File: config.mk
export PLATFORM = sky130hd
export DESIGN_NAME = elastic_pipe
export DESIGN_NICKNAME = d
export VERILOG_FILES = /design/src/rtl/elastic_pipe_pkg.sv /design/src/rtl/elastic_skid_stage.sv /design/src/rtl/elastic_pipe.sv
export SDC_FILE = /design/constraint.sdc
export NUM_CORES = 1
export LEC_CHECK = 0
export ABC_AREA = 0
export BUFFER_PORTS_ARGS = -buffer_cell sky130_fd_sc_hd__buf_2
export CORE_ASPECT_RATIO = 0.6
export CORE_MARGIN = 5
export CORE_UTILIZATION = 45
export CTS_CLUSTER_SIZE = 14
export DETAILED_ROUTE_END_ITERATION = 12
export GPL_ROUTABILITY_DRIVEN = 0
export GPL_TIMING_DRIVEN = 0
export PLACE_DENSITY = 0.76
export REMOVE_ABC_BUFFERS = 1
export SKIP_LAST_GASP = 1
export SLEW_MARGIN = 20
export SYNTH_ARGS = -nofsm -noshare
export SYNTH_HDL_FRONTEND = slang
export SYNTH_SLANG_ARGS = --single-unit
File: constraint.sdc
create_clock -name clk -period 2.09 [get_ports clk]
set_input_delay 0.627 -clock clk [delete_from_list [all_inputs] [get_ports clk]]
set_output_delay 0.627 -clock clk [all_outputs]
set_load 0.05 [all_outputs]
File: src/rtl/elastic_pipe_pkg.sv
// Shared constants and helpers for the elastic_pipe slice.
// Stat counters saturate rather than wrap so long soaks stay readable.
package elastic_pipe_pkg;

   localparam int MAX_STAGES = 8;
   localparam int STAT_W     = 16;

   function automatic logic [STAT_W-1:0] sat_inc(input logic [STAT_W-1:0] v, input logic en);
      return (en && (v != {STAT_W{1'b1}})) ? v + STAT_W'(1) : v;
   endfunction

endpackage

File: src/rtl/elastic_skid_stage.sv
// One skid stage: main + skid slot, up_ready_o is a pure register output.
// 1 clk latency through main; the skid slot absorbs the beat in flight when downstream stalls.
module elastic_skid_stage #(
   parameter int DATA_W = 8
) (
   input  logic              clk,
   input  logic              rst_n,
   input  logic              flush_i,
   input  logic              up_valid_i,
   input  logic [DATA_W-1:0] up_data_i,
   output logic              up_ready_o,
   output logic              dn_valid_o,
   output logic [DATA_W-1:0] dn_data_o,
   input  logic              dn_ready_i,
   output logic [1:0]        occ_o
);

   typedef struct packed {
      logic              v;
      logic [DATA_W-1:0] d;
   } slot_t;

   slot_t main_q, main_d;
   slot_t skid_q, skid_d;

   always_comb begin
      main_d = main_q;
      skid_d = skid_q;
      if (flush_i) begin
         main_d.v = 1'b0;
         skid_d.v = 1'b0;
      end else if (skid_q.v) begin
         // main is necessarily valid here; refill it from skid as it drains
         if (dn_ready_i) begin
            main_d.d = skid_q.d;
            skid_d.v = 1'b0;
         end
      end else if (up_valid_i) begin
         if (!main_q.v || dn_ready_i) begin
            main_d = '{v: 1'b1, d: up_data_i};
         end else begin
            skid_d = '{v: 1'b1, d: up_data_i};
         end
      end else if (main_q.v && dn_ready_i) begin
         main_d.v = 1'b0;
      end
   end

   always_ff @(posedge clk or negedge rst_n) begin
      if (!rst_n) begin
         main_q <= '0;
         skid_q <= '0;
      end else begin
         main_q <= main_d;
         skid_q <= skid_d;
      end
   end

   assign up_ready_o = ~skid_q.v;
   assign dn_valid_o = main_q.v;
   assign dn_data_o  = main_q.d;
   assign occ_o      = {1'b0, main_q.v} + {1'b0, skid_q.v};

endmodule

File: src/rtl/elastic_pipe.sv
// Chain of STAGES skid stages: 1 beat/clk, STAGES cycles latency, in_ready registered (no path from out_ready).
// Synchronous flush and occupancy count; stat counters present only with ELASTIC_PIPE_STATS_EN.
module elastic_pipe
   import elastic_pipe_pkg::*;
#(
   parameter int DATA_W = 8,
   parameter int STAGES = 2,
   parameter int CNT_W  = $clog2(2*STAGES+1)
) (
   input  logic              clk,
   input  logic              rst_n,
   input  logic              flush,
   input  logic [DATA_W-1:0] in_data,
   input  logic              in_valid,
   output logic              in_ready,
   output logic [DATA_W-1:0] out_data,
   output logic              out_valid,
   input  logic              out_ready,
   output logic [CNT_W-1:0]  count,
   output logic [STAT_W-1:0] stat_xfer,
   output logic [STAT_W-1:0] stat_stall
);

   logic              vld [STAGES+1];
   logic              rdy [STAGES+1];
   logic [DATA_W-1:0] dat [STAGES+1];
   logic [1:0]        occ [STAGES];

   assign vld[0]      = in_valid;
   assign dat[0]      = in_data;
   assign rdy[STAGES] = out_ready;

   for (genvar k = 0; k < STAGES; k++) begin : g_stage
      elastic_skid_stage #(.DATA_W(DATA_W)) u_stage (
         .clk        (clk),
         .rst_n      (rst_n),
         .flush_i    (flush),
         .up_valid_i (vld[k]),
         .up_data_i  (dat[k]),
         .up_ready_o (rdy[k]),
         .dn_valid_o (vld[k+1]),
         .dn_data_o  (dat[k+1]),
         .dn_ready_i (rdy[k+1]),
         .occ_o      (occ[k])
      );
   end

   // flush masks the handshakes so the discard edge can never also transfer
   assign in_ready  = rdy[0] & ~flush;
   assign out_valid = vld[STAGES] & ~flush;
   assign out_data  = dat[STAGES];

   logic in_acc, out_acc;
   assign in_acc  = in_valid & in_ready;
   assign out_acc = out_valid & out_ready;

   logic [CNT_W-1:0] count_q, count_d;

   always_comb begin
      count_d = count_q + CNT_W'(in_acc) - CNT_W'(out_acc);
      if (flush) count_d = '0;
   end

   always_ff @(posedge clk or negedge rst_n) begin
      if (!rst_n) count_q <= '0;
      else        count_q <= count_d;
   end

   assign count = count_q;

   logic [CNT_W-1:0] occ_sum;
   always_comb begin
      occ_sum = '0;
      for (int k = 0; k < STAGES; k++) occ_sum = occ_sum + CNT_W'(occ[k]);
   end

   a_count_matches_slots: assert property (@(posedge clk) disable iff (!rst_n) count_q == occ_sum);
   a_stages_in_range:     assert property (@(posedge clk) (STAGES >= 1) && (STAGES <= MAX_STAGES));

`ifdef ELASTIC_PIPE_STATS_EN
   logic [STAT_W-1:0] xfer_q, xfer_d, stall_q, stall_d;

   assign xfer_d  = sat_inc(xfer_q, in_acc);
   assign stall_d = sat_inc(stall_q, out_valid & ~out_ready);

   // not cleared by flush: these describe link history, not pipe contents
   always_ff @(posedge clk or negedge rst_n) begin
      if (!rst_n) begin
         xfer_q  <= '0;
         stall_q <= '0;
      end else begin
         xfer_q  <= xfer_d;
         stall_q <= stall_d;
      end
   end

   assign stat_xfer  = xfer_q;
   assign stat_stall = stall_q;
`else
   assign stat_xfer  = '0;
   assign stat_stall = '0;
`endif

endmodule

==> results.yml, run 1 <==
placed_design:
  dpl_cell_area_um2: 2080
  hpwlAfterDp_um: 2380
  io_buffers: 25
critical_path:
  timing_worst_setup_path_type: "input port to flip-flop"
  cp-end-kind: "flip-flop"
  path_max_fanout: 10
  timing.critical_path.arrival_ns: 2.13
  crit_path_start_kind: "input port"
  data_required_critical_path_ns: 2.26
synthesis:
  seq_area_frac_synth: 0.469
  number_of_warning_messages_in_the_yosys_log: 0
  postSynthCellCount: 165
  yosys_register_bits: 39
  syn_avg_cell_area_um2: 12.6
  synthDistinctLibCells: 26
  post_syn_area_um2: 2080
cells_and_area:
  final_common_cell: "sky130_fd_sc_hd__mux2_2"
  postLayoutCellArea_um2: 2210
  multi_input_comb_area_um2: 901
  area_growth_pct: 6.01
  layout.core_utilization: 0.488
  antenna_cells: 0
  final.fill_count: 418
  post_route_cells_drive_above_1_share: 0.470
  net_count_final: 201
  regArea_um2: 977
  layout.cells.most_common_list: "sky130_fd_sc_hd__mux2_2 (48), sky130_fd_sc_hd__dfrtp_1 (38), sky130_fd_sc_hd__conb_1 (32)"
timing:
  worst_clock_skew_ns: 0.00497
  relative_slew_margins: 0.425
  timing.final.max_slew_violations: 0
  setup_viol: 0
  max_slew.worst_pin.slew_ns: 0.862
  timing.fmax_ghz: 0.510
  layout_worst_path_cycle_share: 0.938
  timing_hold_violations_final: 0
  grt_setup_unrepaired: "no"
  min_period_ns: 1.96
power_and_ir_drop:
  p_per_area_nw_per_um2: 975
  power_switching_share: 0.351
  comb_power_share: 0.287
  power.switching_mw: 0.756
  relative_contribution_of_sequential_cells_to_total_power: 0.435
  max-vdd-ir-drop_mv: 0.528
  clock_power_share: 0.278
  cellInternalPower_mw: 1.40
  p_leak_nw: 1.07
clock_tree:
  cts_buffer_depth: 2
  cts_tree: "yes"
  clkSlewWorstSetupHoldPaths_ns: 0.07
  number_of_h_tree_levels: 2
  post_cts_hold_buffer_count: 0
  clk_latency_worst_skew_pair_ns: 0.29
  tritoncts.num_buffers: 5
  clock_root_buffer: "sky130_fd_sc_hd__clkbuf_8"
  clock_sinks: 39
drt:
  viasPerCell: 4.42
  drc: 0
  dr.pass1.iters: 4
  route.antenna.remaining_nets: 0
  wirelength_um: 3160
  post_drt_wl_per_cell_um: 12.7
  drc_violation_total_after_the_first_tritonroute_iteration: 21
  via_count: 1097
status:
  outcome: "finished clean"
floorplanning:
  io-pin-count: 58
  placeable_core_region_um2: 4520
  initial_utilization: 0.461
  rows: 19
  die_h_um: 62.7
  die-width_um: 97.8
  die_area_um2: 6130
global_routing:
  number_of_antenna_violations_at_the_first_check_in_global_routing: 0
  groute.usage.overall: 0.112
  maximum_number_of_pins_on_one_net_before_global_route_repair: 40
  globalRouteOverflowTotal: 0
  grt_pass1_vias: 1141
  grt_first_pass_wirelength_um: 5460
job:
  maxCapViolations: 0
hold_path:
  hold_path.class: "input port to asynchronous set/reset pin"
-- critical path, cell delays in order --
cell and delay, ns:
sky130_fd_sc_hd__buf_4 0.18, sky130_fd_sc_hd__nor2b_2 0.07, sky130_fd_sc_hd__and2_1 0.15, sky130_fd_sc_hd__ha_1 0.28, sky130_fd_sc_hd__inv_1 0.06, sky130_fd_sc_hd__ha_1 0.13, sky130_fd_sc_hd__inv_1 0.04, sky130_fd_sc_hd__fa_1 0.37
sky130_fd_sc_hd__xnor2_1 0.16, sky130_fd_sc_hd__nor2_1 0.06
-- routing by layer --
layer	GRT usage	up-vias	wire [um]
met5	0	-	0
met4	0.0415	0	23
met3	0.0457	5	214
met2	0.163	29	1440
met1	0.148	538	1480
li1	-	525	-
-- flip-flops by register name (all words and copies together) (netlist names) --
signal	flops
g_stage.u_stage.dn_valid_o	2
count	3
g_stage.u_stage.dn_data_o	16
g_stage.u_stage.skid_q	18
-- synthesized netlist by cell type --
master,count,area share
sky130_fd_sc_hd__inv_1,3,0.0054
sky130_fd_sc_hd__fa_1,1,0.0096
sky130_fd_sc_hd__clkbuf_2,1,0.0024
sky130_fd_sc_hd__o21ai_0,2,0.0048
sky130_fd_sc_hd__nand4_1,1,0.0030
sky130_fd_sc_hd__buf_4,40,0.14
sky130_fd_sc_hd__or2_4,1,0.0042
sky130_fd_sc_hd__xnor2_1,1,0.0042
sky130_fd_sc_hd__nor2b_1,2,0.0060
sky130_fd_sc_hd__a21oi_1,3,0.0072
sky130_fd_sc_hd__nor2_1,6,0.011
sky130_fd_sc_hd__ha_1,2,0.012
sky130_fd_sc_hd__xor2_1,1,0.0042
sky130_fd_sc_hd__conb_1,1,0.0018
sky130_fd_sc_hd__o21bai_1,1,0.0036
sky130_fd_sc_hd__buf_2,2,0.0048
sky130_fd_sc_hd__dfrtp_1,39,0.47
sky130_fd_sc_hd__nor3b_4,1,0.0090
sky130_fd_sc_hd__mux2_2,48,0.26
sky130_fd_sc_hd__nand2_1,1,0.0018
sky130_fd_sc_hd__nor3_2,1,0.0048
sky130_fd_sc_hd__o21a_1,1,0.0036
sky130_fd_sc_hd__nand2b_1,3,0.0090
sky130_fd_sc_hd__and2_1,1,0.0030
sky130_fd_sc_hd__clkbuf_1,1,0.0018
sky130_fd_sc_hd__a211oi_4,1,0.0096
-- worst paths after layout --
kind / start / endpoint / slack (ns) / depth (start not counted)
max: flush / count[2] / 0.13 / 10
min: rst_n / g_stage[0].u_stage.dn_valid_o / 0.45 / 1
max reg2reg: g_stage[1].u_stage.dn_valid_o / count[2] / 0.15 / 9
min reg2reg: g_stage[0].u_stage.skid_q[1] / g_stage[0].u_stage.skid_q[1] / 0.50 / 1
max in group asynchronous: rst_n / g_stage[0].u_stage.skid_q[8] / 1.06 / 1
min in group clk: g_stage[0].u_stage.skid_q[1] / g_stage[0].u_stage.skid_q[1] / 0.50 / 1
-- final cells by class --
type / count / area share
sequential: 39 / 0.443
inverter: 3 / 0.00510
clock inverter: 1 / 0.0136
tap: 63 / 0.0357
clock buffer: 6 / 0.0329
multi-input combinational: 110 / 0.408
timing repair buffer: 26 / 0.0613
-- through the flow --
stage	setup WS (ns)	setup TNS [ns]	total power, mW	hold WS (ns)	cells
final	0.130	0	2.15	0.450	248
after global routing	0.00817	0	2.27	0.517	248
after CTS	0.0333	0	2.18	0.481	247
after detailed placement	-0.243	-0.412	1.57	0.489	240
after global placement	-0.241	-0.398	1.56	0.482	240
after floorplan	-0.629	-4.89	1.44	0.331	152
-- what timing repair did --
action	4_1_cts	5_1_grt
setup endpoints to repair	1	2
hold endpoints to repair	0	0
buffers inserted	0	1
resized for setup	1	5
gates cloned	0	0
-- power by group through the flow --
stage	logic (mW)	registers, mW	clock network [mW]
after floorplan	0.294	1.14	0
after global placement	0.614	0.944	0
after detailed placement	0.620	0.952	0
after CTS	0.622	0.937	0.622
after global routing	0.657	0.956	0.658
final	0.617	0.936	0.598
-- kinds of logic after synthesis --
family                   count (synthesis)  synth area share
XOR/XNOR                                 2           0.00842
AND/OR/NAND/NOR                         17            0.0517
multiplexers                            48             0.260
other                                    1           0.00180
flip-flops                              39             0.469
buffers and inverters                   47             0.159
AO/OA/AOI/OAI                            8            0.0289
adder cells (fa/ha/maj)                  3            0.0216
Power figures use the tool's default switching activity.
==> run 2: changes to the inputs <==
- CORE_ASPECT_RATIO: 0.6 -> not set
==> run 2 against run 1 <==
Clock power shrank 18%. Routed wire length increased by 5.3%. Sequential power decreased by 0.5%. Setup slack worse by 0.0080 ns. Hold slack worse by 0.020 ns. Total power fell by 5.0%. Critical path depth is the same. Via count increased by 3.0%. Critical path type unchanged. Largest cell class unchanged.
==> results.yml, run 2 (synthesized netlist as in run 1, its figures left out) <==
critical_path:
  timing.reg2reg.setup_slack_ns: 0.13
  r2r_start: "g_stage[1].u_stage.skid_q[8]"
  path_max_fanout: 10
  crit_path_start_kind: "input port"
  data_required_critical_path_ns: 2.27
  timing.critical_path.arrival_ns: 2.15
  regToRegEndpoint: "g_stage[1].u_stage.dn_data_o[7]"
  reg2regPathDepth: 3
  cp-end-kind: "flip-flop"
  timing_worst_setup_path_type: "input port to flip-flop"
placed_design:
  hpwlAfterDp_um: 2310
  io_buffers: 25
  pre_cts_ws_ns: -0.261
  dpl_cell_area_um2: 2070
global_routing:
  grt_pass1_vias: 1116
  grt_first_pass_wirelength_um: 5540
  number_of_antenna_violations_at_the_first_check_in_global_routing: 0
  groute.usage.overall: 0.118
  maximum_number_of_pins_on_one_net_before_global_route_repair: 40
  globalRouteOverflowTotal: 0
clock_tree:
  clock_sinks: 39
  clock_root_buffer: "sky130_fd_sc_hd__clkbuf_8"
  cts_tree: "yes"
  clkSlewWorstSetupHoldPaths_ns: 0.07
  clk_latency_worst_skew_pair_ns: 0.30
  post_cts_hold_buffer_count: 0
  number_of_h_tree_levels: 2
  tritoncts.num_buffers: 5
  cts_buffer_depth: 2
floorplanning:
  initial_utilization: 0.471
  placeable_core_region_um2: 4410
  rows: 24
  io-pin-count: 58
  die_h_um: 78
  die-width_um: 78
  die_area_um2: 6080
drt:
  dr.pass1.iters: 4
  route.antenna.remaining_nets: 0
  wirelength_um: 3320
  drc: 0
  viasPerCell: 4.73
  via_count: 1130
  drc_violation_total_after_the_first_tritonroute_iteration: 84
  post_drt_wl_per_cell_um: 13.9
power_and_ir_drop:
  cellInternalPower_mw: 1.28
  comb_power_share: 0.304
  relative_contribution_of_sequential_cells_to_total_power: 0.455
  report.power.total_mw: 2.04
  power_switching_share: 0.374
  power.switching_mw: 0.764
  p_per_area_nw_per_um2: 936
  clock_power_share: 0.241
  max-vdd-ir-drop_mv: 0.545
  p_leak_nw: 1.07
timing:
  timing.final.max_slew_violations: 0
  layout_worst_path_cycle_share: 0.942
  grt_setup_unrepaired: "no"
  hold_slack_ns: 0.430
  timing.fmax_ghz: 0.508
  timing_hold_violations_final: 0
  max_slew.worst_pin.slew_ns: 0.833
  min_period_ns: 1.97
  relative_slew_margins: 0.445
  worst_slack_ns: 0.122
  worst_clock_skew_ns: 0.00772
  setup_viol: 0
cells_and_area:
  layout.cells.most_common_list: "sky130_fd_sc_hd__mux2_2 (48), sky130_fd_sc_hd__dfrtp_1 (38), sky130_fd_sc_hd__conb_1 (32)"
  postLayoutCellArea_um2: 2180
  layout.core_utilization: 0.494
  area_growth_pct: 4.87
  net_count_final: 202
  antenna_cells: 0
  final_common_cell: "sky130_fd_sc_hd__mux2_2"
  max_flop_register: "g_stage.u_stage.skid_q"
  final.fill_count: 388
  post_route_cells_drive_above_1_share: 0.476
  largest_reg_flops: 18
hold_path:
  hold_path.class: "input port to asynchronous set/reset pin"
job:
  maxCapViolations: 0
status:
  outcome: "finished clean"
run 2: cell types whose count changed in the layout (fill, tap and decap cells not counted), sizes merged:
cell      change
bufinv        -1
clkinv        +1
clkinvlp      +1
clkbuf        +1
run 2: worst max path at each step:
stage	cells after the start	startpoint	endpoint	slack, ns
finish	10	flush	count[2]	0.12
global route	3	g_stage[1].u_stage.skid_q[8]	g_stage[1].u_stage.dn_data_o[4]	0.0009
CTS	10	flush	count[2]	0.05
detailed placement	10	flush	count[2]	-0.26
global placement	10	flush	count[2]	-0.26
floorplan	9	flush	count[2]	-0.63
run 2: worst max-delay path, stage by stage:
cell and delay [ns]:
sky130_fd_sc_hd__clkbuf_4 0.21, sky130_fd_sc_hd__nor2b_4 0.06, sky130_fd_sc_hd__and2_1 0.16, sky130_fd_sc_hd__ha_1 0.28, sky130_fd_sc_hd__inv_1 0.05, sky130_fd_sc_hd__ha_1 0.12
sky130_fd_sc_hd__inv_1 0.05, sky130_fd_sc_hd__fa_1 0.37, sky130_fd_sc_hd__xnor2_1 0.17, sky130_fd_sc_hd__nor2_1 0.05
run 2: repair_timing:
action	4_1_cts	5_1_grt
buffers inserted	0	2
endpoints found under the hold margin	0	0
resized for setup	1	4
setup endpoints to repair	1	2
run 2: metal layers:
| metal | part of all wire | wire [um] | vias up | GRT usage |
|---|---|---|---|---|
| met2 | 0.45 | 1500 | 50 | 0.174 |
| met4 | 0.022 | 74 | 0 | 0.0709 |
| met1 | 0.43 | 1430 | 546 | 0.154 |
| li1 | - | - | 528 | - |
| met5 | 0 | 0 | - | 0 |
| met3 | 0.097 | 323 | 6 | 0.0313 |
run 2: stage by stage:
step	std cells	TNS (ns)
4_1_cts	237	0
3_5_place_dp	229	-0.470
5_1_grt	239	0
6_report	239	0
2_1_floorplan	152	-4.89
3_3_place_gp	229	-0.440
run 2: final cells by class:
type | count | area [um2] | area share
Sequential cell | 39 | 977 | 0.448
Multi-Input combinational cell | 110 | 901 | 0.413
Timing Repair Buffer | 27 | 143 | 0.0654
Clock buffer | 6 | 72.6 | 0.0333
Tap cell | 52 | 65.1 | 0.0298
Clock inverter | 2 | 12.5 | 0.00573
Inverter | 3 | 11.3 | 0.00516
run 2: power by group through the flow:
stage	Clock [mW]	Sequential, mW	Combinational (mW)
floorplan	0	1.14	0.294
global placement	0	0.941	0.617
detailed placement	0	0.947	0.622
CTS	0.516	0.933	0.625
global route	0.548	0.949	0.657
finish	0.492	0.931	0.620
